===== src/rtl/line_window_gen.sv =====
// line_window_gen: streaming 3x3 window generator over raster pixels using two line buffers.
// Emits one registered window per interior pixel position and a done strobe at frame end.
module line_window_gen #(
    parameter int IMG_W = 64,
    parameter int IMG_H = 64,
    parameter int PIX_W = 8
) (
    input  logic             clk,
    input  logic             rst_n,
    input  logic             start,
    input  logic             in_valid,
    input  logic [PIX_W-1:0] in_pixel,
    output logic             busy,
    output logic             win_valid,
    output logic [PIX_W-1:0] sw_pixels1,
    output logic [PIX_W-1:0] sw_pixels2,
    output logic [PIX_W-1:0] sw_pixels3,
    output logic [PIX_W-1:0] sw_pixels4,
    output logic [PIX_W-1:0] sw_pixels5,
    output logic [PIX_W-1:0] sw_pixels6,
    output logic [PIX_W-1:0] sw_pixels7,
    output logic [PIX_W-1:0] sw_pixels8,
    output logic [PIX_W-1:0] sw_pixels9,
    output logic             done
);
    localparam int CW = $clog2(IMG_W);
    localparam int RW = $clog2(IMG_H);

    typedef enum logic {IDLE, BUSY} state_t;

    state_t           state_q, state_d;
    logic [CW-1:0]    col_q, col_d;
    logic [RW-1:0]    row_q, row_d;
    logic [PIX_W-1:0] top_q [3];
    logic [PIX_W-1:0] top_d [3];
    logic [PIX_W-1:0] mid_q [3];
    logic [PIX_W-1:0] mid_d [3];
    logic [PIX_W-1:0] bot_q [3];
    logic [PIX_W-1:0] bot_d [3];
    logic [PIX_W-1:0] win_q [9];
    logic [PIX_W-1:0] win_d [9];
    logic             win_valid_q, win_valid_d;
    logic             done_q, done_d;
    logic [PIX_W-1:0] lb1 [IMG_W];
    logic [PIX_W-1:0] lb2 [IMG_W];
    logic             accept, last_col, last_row;

    assign accept   = (state_q == BUSY) && in_valid;
    assign last_col = col_q == CW'(IMG_W - 1);
    assign last_row = row_q == RW'(IMG_H - 1);

    // Line buffers are never reset: every location is rewritten before it can reach a window.
    always_ff @(posedge clk) begin
        if (accept) begin
            lb2[col_q] <= lb1[col_q];
            lb1[col_q] <= in_pixel;
        end
    end

    always_comb begin
        state_d     = state_q;
        col_d       = col_q;
        row_d       = row_q;
        top_d       = top_q;
        mid_d       = mid_q;
        bot_d       = bot_q;
        win_d       = win_q;
        win_valid_d = 1'b0;
        done_d      = 1'b0;
        if (state_q == IDLE && start) begin
            state_d = BUSY;
            col_d   = '0;
            row_d   = '0;
        end
        if (accept) begin
            col_d = last_col ? '0 : col_q + 1'b1;
            row_d = last_col ? (last_row ? '0 : row_q + 1'b1) : row_q;
            top_d = '{top_q[1], top_q[2], lb2[col_q]};
            mid_d = '{mid_q[1], mid_q[2], lb1[col_q]};
            bot_d = '{bot_q[1], bot_q[2], in_pixel};
            // Columns 0 and 1 still carry the previous line's tail, so they never emit.
            if (row_q >= RW'(2) && col_q >= CW'(2)) begin
                win_valid_d = 1'b1;
                win_d = '{top_d[0], top_d[1], top_d[2],
                          mid_d[0], mid_d[1], mid_d[2],
                          bot_d[0], bot_d[1], bot_d[2]};
            end
            if (last_col && last_row) begin
                state_d = IDLE;
                done_d  = 1'b1;
            end
        end
    end

    always_ff @(posedge clk or negedge rst_n) begin
        if (!rst_n) begin
            state_q     <= IDLE;
            col_q       <= '0;
            row_q       <= '0;
            top_q       <= '{default: '0};
            mid_q       <= '{default: '0};
            bot_q       <= '{default: '0};
            win_q       <= '{default: '0};
            win_valid_q <= 1'b0;
            done_q      <= 1'b0;
        end else begin
            state_q     <= state_d;
            col_q       <= col_d;
            row_q       <= row_d;
            top_q       <= top_d;
            mid_q       <= mid_d;
            bot_q       <= bot_d;
            win_q       <= win_d;
            win_valid_q <= win_valid_d;
            done_q      <= done_d;
        end
    end

    assign busy       = state_q == BUSY;
    assign win_valid  = win_valid_q;
    assign done       = done_q;
    assign sw_pixels1 = win_q[0];
    assign sw_pixels2 = win_q[1];
    assign sw_pixels3 = win_q[2];
    assign sw_pixels4 = win_q[3];
    assign sw_pixels5 = win_q[4];
    assign sw_pixels6 = win_q[5];
    assign sw_pixels7 = win_q[6];
    assign sw_pixels8 = win_q[7];
    assign sw_pixels9 = win_q[8];
endmodule

===== config.mk =====
export PLATFORM = sky130hd
export DESIGN_NAME = line_window_gen
export DESIGN_NICKNAME = d
export VERILOG_FILES = /design/src/rtl/line_window_gen.sv
export SDC_FILE = /design/constraint.sdc
export NUM_CORES = 1
export LEC_CHECK = 0
export BUFFER_PORTS_ARGS = -buffer_cell sky130_fd_sc_hd__buf_2
export CAP_MARGIN = 20
export CORE_AREA = 2 2 340 275
export CTS_BUF_LIST = sky130_fd_sc_hd__clkbuf_16
export CTS_CLUSTER_SIZE = 12
export DETAILED_ROUTE_END_ITERATION = 8
export DIE_AREA = 0 0 342 277
export GPL_TIMING_DRIVEN = 1
export MAX_ROUTING_LAYER = met4
export PLACE_DENSITY = 0.68
export SYNTH_ARGS = -nofsm -noshare
export SYNTH_HDL_FRONTEND = slang
export SYNTH_SLANG_ARGS = --single-unit

===== constraint.sdc =====
create_clock -name clk -period 3.79 [get_ports clk]
set_clock_uncertainty 0.1 [all_clocks]
set_input_delay 0.758 -clock clk [delete_from_list [all_inputs] [get_ports clk]]
set_output_delay 0.758 -clock clk [all_outputs]
set_load 0.005 [all_outputs]

* Word-level counts from Yosys, hierarchy flattened
Memory sizes are Yosys's and may differ from the RTL's. Index checks and enable logic that the tools add are counted.
Storage, ports and cells: register bits after elaboration 135, bits in latches 0, bits in writable memories 1024, memory bits (read-only) 0, bits of input ports 12, output and inout port bits 75, word-level logic and storage cells 52, memories 2
Memories:
- lb1 | depth 64, width 8, rd ports 1, clocked after Yosys merged registers in 0, wr ports 1, line 44 | logic [PIX_W-1:0] lb1 [IMG_W];
- lb2 | depth 64, width 8, rd ports 1, clocked after Yosys merged registers in 0, wr ports 1, line 45 | logic [PIX_W-1:0] lb2 [IMG_W];
Operators by class: add/sub/neg operators 2, multipliers 0, divide/modulo/power cells 0, magnitude comparators 2, eq/ne operators 3, shifts and indexed selects 0, multiplexer cells 15, bitwise logic cells 1, reduce and logical (&&, ||, !) cells 7
Operators with widths (count):
- $mux W6 | 6
- $add A6 B1 Y6 const B | 2
- $eq A6 B6 Y1 const B | 2
- $ge A6 B2 Y1 const B | 2
- $mux W1 | 9
- $logic_and A1 B1 Y1 | 4
- $reduce_and A2 Y1 | 2
- $ne A2 B1 Y1 const B | 1
- $reduce_bool A2 Y1 | 1
- $not A1 Y1 | 1

* Logic depth before layout (Yosys ltp)
depth after elaboration 5, gate-level depth with buffers 12

* Least setup slack after synthesis
Ideal clock, no wire load.
path type register to register, from register col_q[1], to register mid_q[6] (netlist bit), library setup time 0.135 ns, data arrival time 3.418 ns, data required time 3.555 ns, slack 0.137 ns, cell stages (with the launch flop) 10, cells stage by stage dfrtp_1 buf_4 buf_4 buf_2 buf_2 a221oi_1 nor3_1 a2111oi_2 nand4_1 mux2_2
On the way: longest elaborated chain between the ends 1
RTL lines:
- start, declared | line 32 | logic [CW-1:0] col_q, col_d;
- start signal, assigned | line 108 | col_q <= col_d;
- $mem_v2 Z64 W8
- end signal, assigned | line 111 | mid_q <= mid_d;
- end, declared | line 36 | logic [PIX_W-1:0] mid_q [3];
Every way passes these cells. A chain may end at the register's enable or synchronous reset.

* Worst setup path after layout
from register col_q[0], to memory lb2[31][6] (data pin)
On the way: longest elaborated chain between the ends 1
RTL lines (line):
- $mem_v2 Z64 W8
- end, declared | 45
Every way passes these cells.

==> impl_metrics.env <==
export IMPL_outcome="complete, but fails checks"
export IMPL_violations="setup timing"
export IMPL_cp_required_ns=4.11
export IMPL_synth_cell_type_count=79
export IMPL_clk_pin_slew_ns=0.06
export IMPL_grt_pass1_vias=29288
export IMPL_irDropWorstVdd_mv=0.433
export IMPL_die_w_um=342
export IMPL_drtIter0Drc=5905
export IMPL_overflow=0
export IMPL_fin_crit_sh_pct=101
export IMPL_yosys_top_cells_count="edfxtp_1, nand2_1, a22oi_1, dfrtp_1, nor2_1"
export IMPL_synth_most_common_cell="edfxtp_1"
export IMPL_clkPwrFrac_pct=26.7
export IMPL_async_flop_share_pct=11.6
export IMPL_synth_top_area_share_pct=67.7
export IMPL_yosysWarnings=0
export IMPL_max_freq_mhz=260
export IMPL_antenna_left=0
export IMPL_p_sw_w=0.0127
export IMPL_finalSetupViolations=37
export IMPL_worstPathMaxFanout=39
export IMPL_grt_usage_pct=35.2
export IMPL_dp_hpwl_um=106000
export IMPL_fillers=7133
export IMPL_rsz0062_at_grt="false"
export IMPL_place_congestion=0.996
export IMPL_synthFlopType="edfxtp_1"
export IMPL_drv_slew=0
export IMPL_cts_resized=0
export IMPL_design_area_um2=52600
export IMPL_route_detailed_drc=0
export IMPL_synth_area_leaders="edfxtp_1, dfrtp_1, a22oi_1"
export IMPL_cts_inserted_buffers=111
export IMPL_grt_max_degree=78
export IMPL_place_area_um2=49400
export IMPL_tightestPinTransition_ns=1.12
export IMPL_power_switching_share_pct=34.1
export IMPL_yosysSeqAreaShare_pct=75.1
export IMPL_wirelength_um=164000
export IMPL_seqPwrFrac_pct=44.2
export IMPL_synth_edf_count=1024
export IMPL_worstSkewPairLatency_ns=0.71
export IMPL_finalWorstSetupSlack_ns=-0.0566
export IMPL_slew_headroom_pct=25.6
export IMPL_portBuffers=86
export IMPL_layout_nets=3283
export IMPL_tritoncts="yes"
export IMPL_met1Wirelength_um=60600
export IMPL_area_delta_synth_final_pct=15.7
export IMPL_internal_power_w=0.0246
export IMPL_first_pass_iters=6
export IMPL_rows=100
export IMPL_cellPowerDensity_nw_per_um2=708
export IMPL_synth_seq_cells=1159
export IMPL_core_area_um2=91800
export IMPL_cts_setup_buffers=0
export IMPL_grt_pass1_wl_um=227000
export IMPL_antenna_found_initial=4
export IMPL_hold_viol=0
export IMPL_period_minus_slack_ns=3.85
export IMPL_drive_gt1_share_pct=19.6
export IMPL_crit_type="reg2reg"
export IMPL_cts_buffer_depth=3
export IMPL_hold_class="in2async"
export IMPL_crit_path_start_kind="flop"
export IMPL_syn_inst=2964
export IMPL_highest_layer="met4"
export IMPL_yosys_area_top_type="edfxtp_1"
export IMPL_routedWlPerCell_um=35.9
export IMPL_cts_hold_buf=0
export IMPL_cts_root_buffer="clkbuf_16"
export IMPL_comb_power_share_pct=29.1
export IMPL_arrival_ns=4.17
export IMPL_drt_vias_per_instance=6.86
export IMPL_dieArea_um2=94700
export IMPL_num_vias=31352
export IMPL_cts_sinks=1159
export IMPL_start_util_pct=49.5
export IMPL_synth_fp_nets=2980
export IMPL_end_kind="flop"
export IMPL_die_y_um=277
export IMPL_cts_htree_levels=3
export IMPL_io_pins=87
export IMPL_route_met3_wl_um=27400
export IMPL_cap_violations=0
export IMPL_tns_ns=-1.15
export IMPL_syn_area_um2=45400
export IMPL_wl_met2_um=67200
export IMPL_syn_area_per_cell_um2=15.3
export IMPL_p_leak_nw=18.3
layout by cell type (no fill, tap or decap), types with 8 or more instances in the layout:
| master | n |
|---|---|
| a211o_1 | 13 |
| a211oi_1 | 13 |
| a21oi_1 | 116 |
| a221oi_1 | 105 |
| a22o_1 | 24 |
| a22oi_1 | 206 |
| a31oi_1 | 14 |
| a32oi_1 | 8 |
| and3_1 | 12 |
| buf_12 | 45 |
| buf_2 | 85 |
| buf_4 | 287 |
| clkbuf_16 | 112 |
| clkinv_1 | 11 |
| dfrtp_1 | 132 |
| edfxtp_1 | 1024 |
| inv_1 | 62 |
| mux2_2 | 9 |
| mux2i_1 | 46 |
| mux4_2 | 14 |
| nand2_1 | 314 |
| nand2b_1 | 8 |
| nand3_1 | 49 |
| nand3b_1 | 60 |
| nand4_1 | 10 |
| nor2_1 | 127 |
| nor3_1 | 38 |
| nor4_1 | 19 |
| o21ai_0 | 51 |
| o221ai_1 | 18 |
| o22a_1 | 12 |
| o22ai_1 | 66 |
| o32ai_1 | 28 |
| or3b_2 | 38 |
| or4_1 | 9 |
power by group through the flow:
stage | Combinational, W | Clock [W] | Sequential [W]
global placement | 0.0101 | 0 | 0.0167
detailed placement | 0.0103 | 0 | 0.0167
global route | 0.0110 | 0.0105 | 0.0165
floorplan | 0.00491 | 0 | 0.0166
CTS | 0.0103 | 0.00996 | 0.0164
finish | 0.0108 | 0.00994 | 0.0165
worst max-delay path, stage by stage (launching register included):
cell and delay (ns):
dfrtp_4 0.75, buf_12 0.29, nand2b_1 0.31, buf_4 0.26
o22a_1 0.29, o221ai_1 0.21, nor4_1 0.58, nand4_1 0.27
buf_4 0.26, buf_12 0.18
per-stage QoR:
step | hold WS, ns | total power, W | setup slack, ns | utilization, % | cells
2_1_floorplan | 0.339 | 0.0215 | 0.137 | - | 2964
3_3_place_gp | 0.348 | 0.0268 | 0.128 | 53.7 | 4373
3_5_place_dp | 0.354 | 0.0270 | 0.118 | 53.7 | 4374
4_1_cts | 0.0394 | 0.0368 | 0.0761 | 57.2 | 4561
5_1_grt | 0.0737 | 0.0380 | 0.0295 | 57.2 | 4567
6_report | 0.0264 | 0.0372 | -0.0566 | 57.2 | 4567
layout make-up:
type	instances	area, µm²	area share (%)
inverter	15	56.3	0.107
timing repair buffer	418	3490	6.64
antenna	2	5.00	0.00952
clock inverter	75	353	0.671
multi-input combinational	1562	10200	19.4
sequential	1159	34100	64.9
tap	1224	1530	2.91
clock buffer	112	2800	5.33
per-layer routing:
metal / vias to the layer above / GRT usage, %
li1: 12366 / -
met1: 15726 / 49.8
met2: 2800 / 47.1
met3: 460 / 11.1
met4: 0 / 14.5
met5: - / -
sequential cells by signal (all words and copies together) (netlist names):
| register | flops |
|---|---|
| sw_pixels2 | 8 |
| sw_pixels6 | 8 |
| sw_pixels4 | 8 |
| lb2 | 512 |
| mid_q | 16 |
| busy | 1 |
| col_q | 6 |
| sw_pixels1 | 8 |
| done | 1 |
| sw_pixels7 | 8 |
| bot_q | 16 |
| lb1 | 512 |
| win_valid | 1 |
| sw_pixels9 | 8 |
| top_q | 16 |
| sw_pixels8 | 8 |
| sw_pixels5 | 8 |
| sw_pixels3 | 8 |
| row_q | 6 |
path summary, 6_finish.rpt:
| kind | startpoint | endpoint | slack [ns] | cells after the start |
|---|---|---|---|---|
| max in group asynchronous | rst_n | bot_q[13]$_DFFE_PN0P_ | 2.75 | 2 |
| worst max-delay path | col_q[0]$_DFFE_PN0P_ | lb2[31][6]$_DFFE_PP_ | -0.06 | 9 |
| worst max register to register | col_q[0]$_DFFE_PN0P_ | lb2[31][6]$_DFFE_PP_ | -0.06 | 9 |
| worst min register to register | bot_q[9]$_DFFE_PN0P_ | sw_pixels7[1]$_DFFE_PN0P_ | 0.37 | 2 |
| min in group clk | in_pixel[1] | sw_pixels9[1]$_DFFE_PN0P_ | 0.23 | 3 |
| worst min-delay path | rst_n | col_q[0]$_DFFE_PN0P_ | 0.03 | 1 |
kinds of logic (layout without fill, tap and decap cells):
family | Yosys count | after routing | synth area share [%]
AO/OA/AOI/OAI | 727 | 727 | 11.7
adder cells (fa/ha/maj) | 4 | 4 | 0.110
XOR/XNOR | 1 | 1 | 0.0193
flip-flops | 1159 | 1159 | 75.1
multiplexers | 69 | 69 | 1.93
other | 0 | 2 | 0
buffers and inverters | 245 | 620 | 2.67
AND/OR/NAND/NOR | 759 | 761 | 8.46
(Power assumes the default switching activity.)
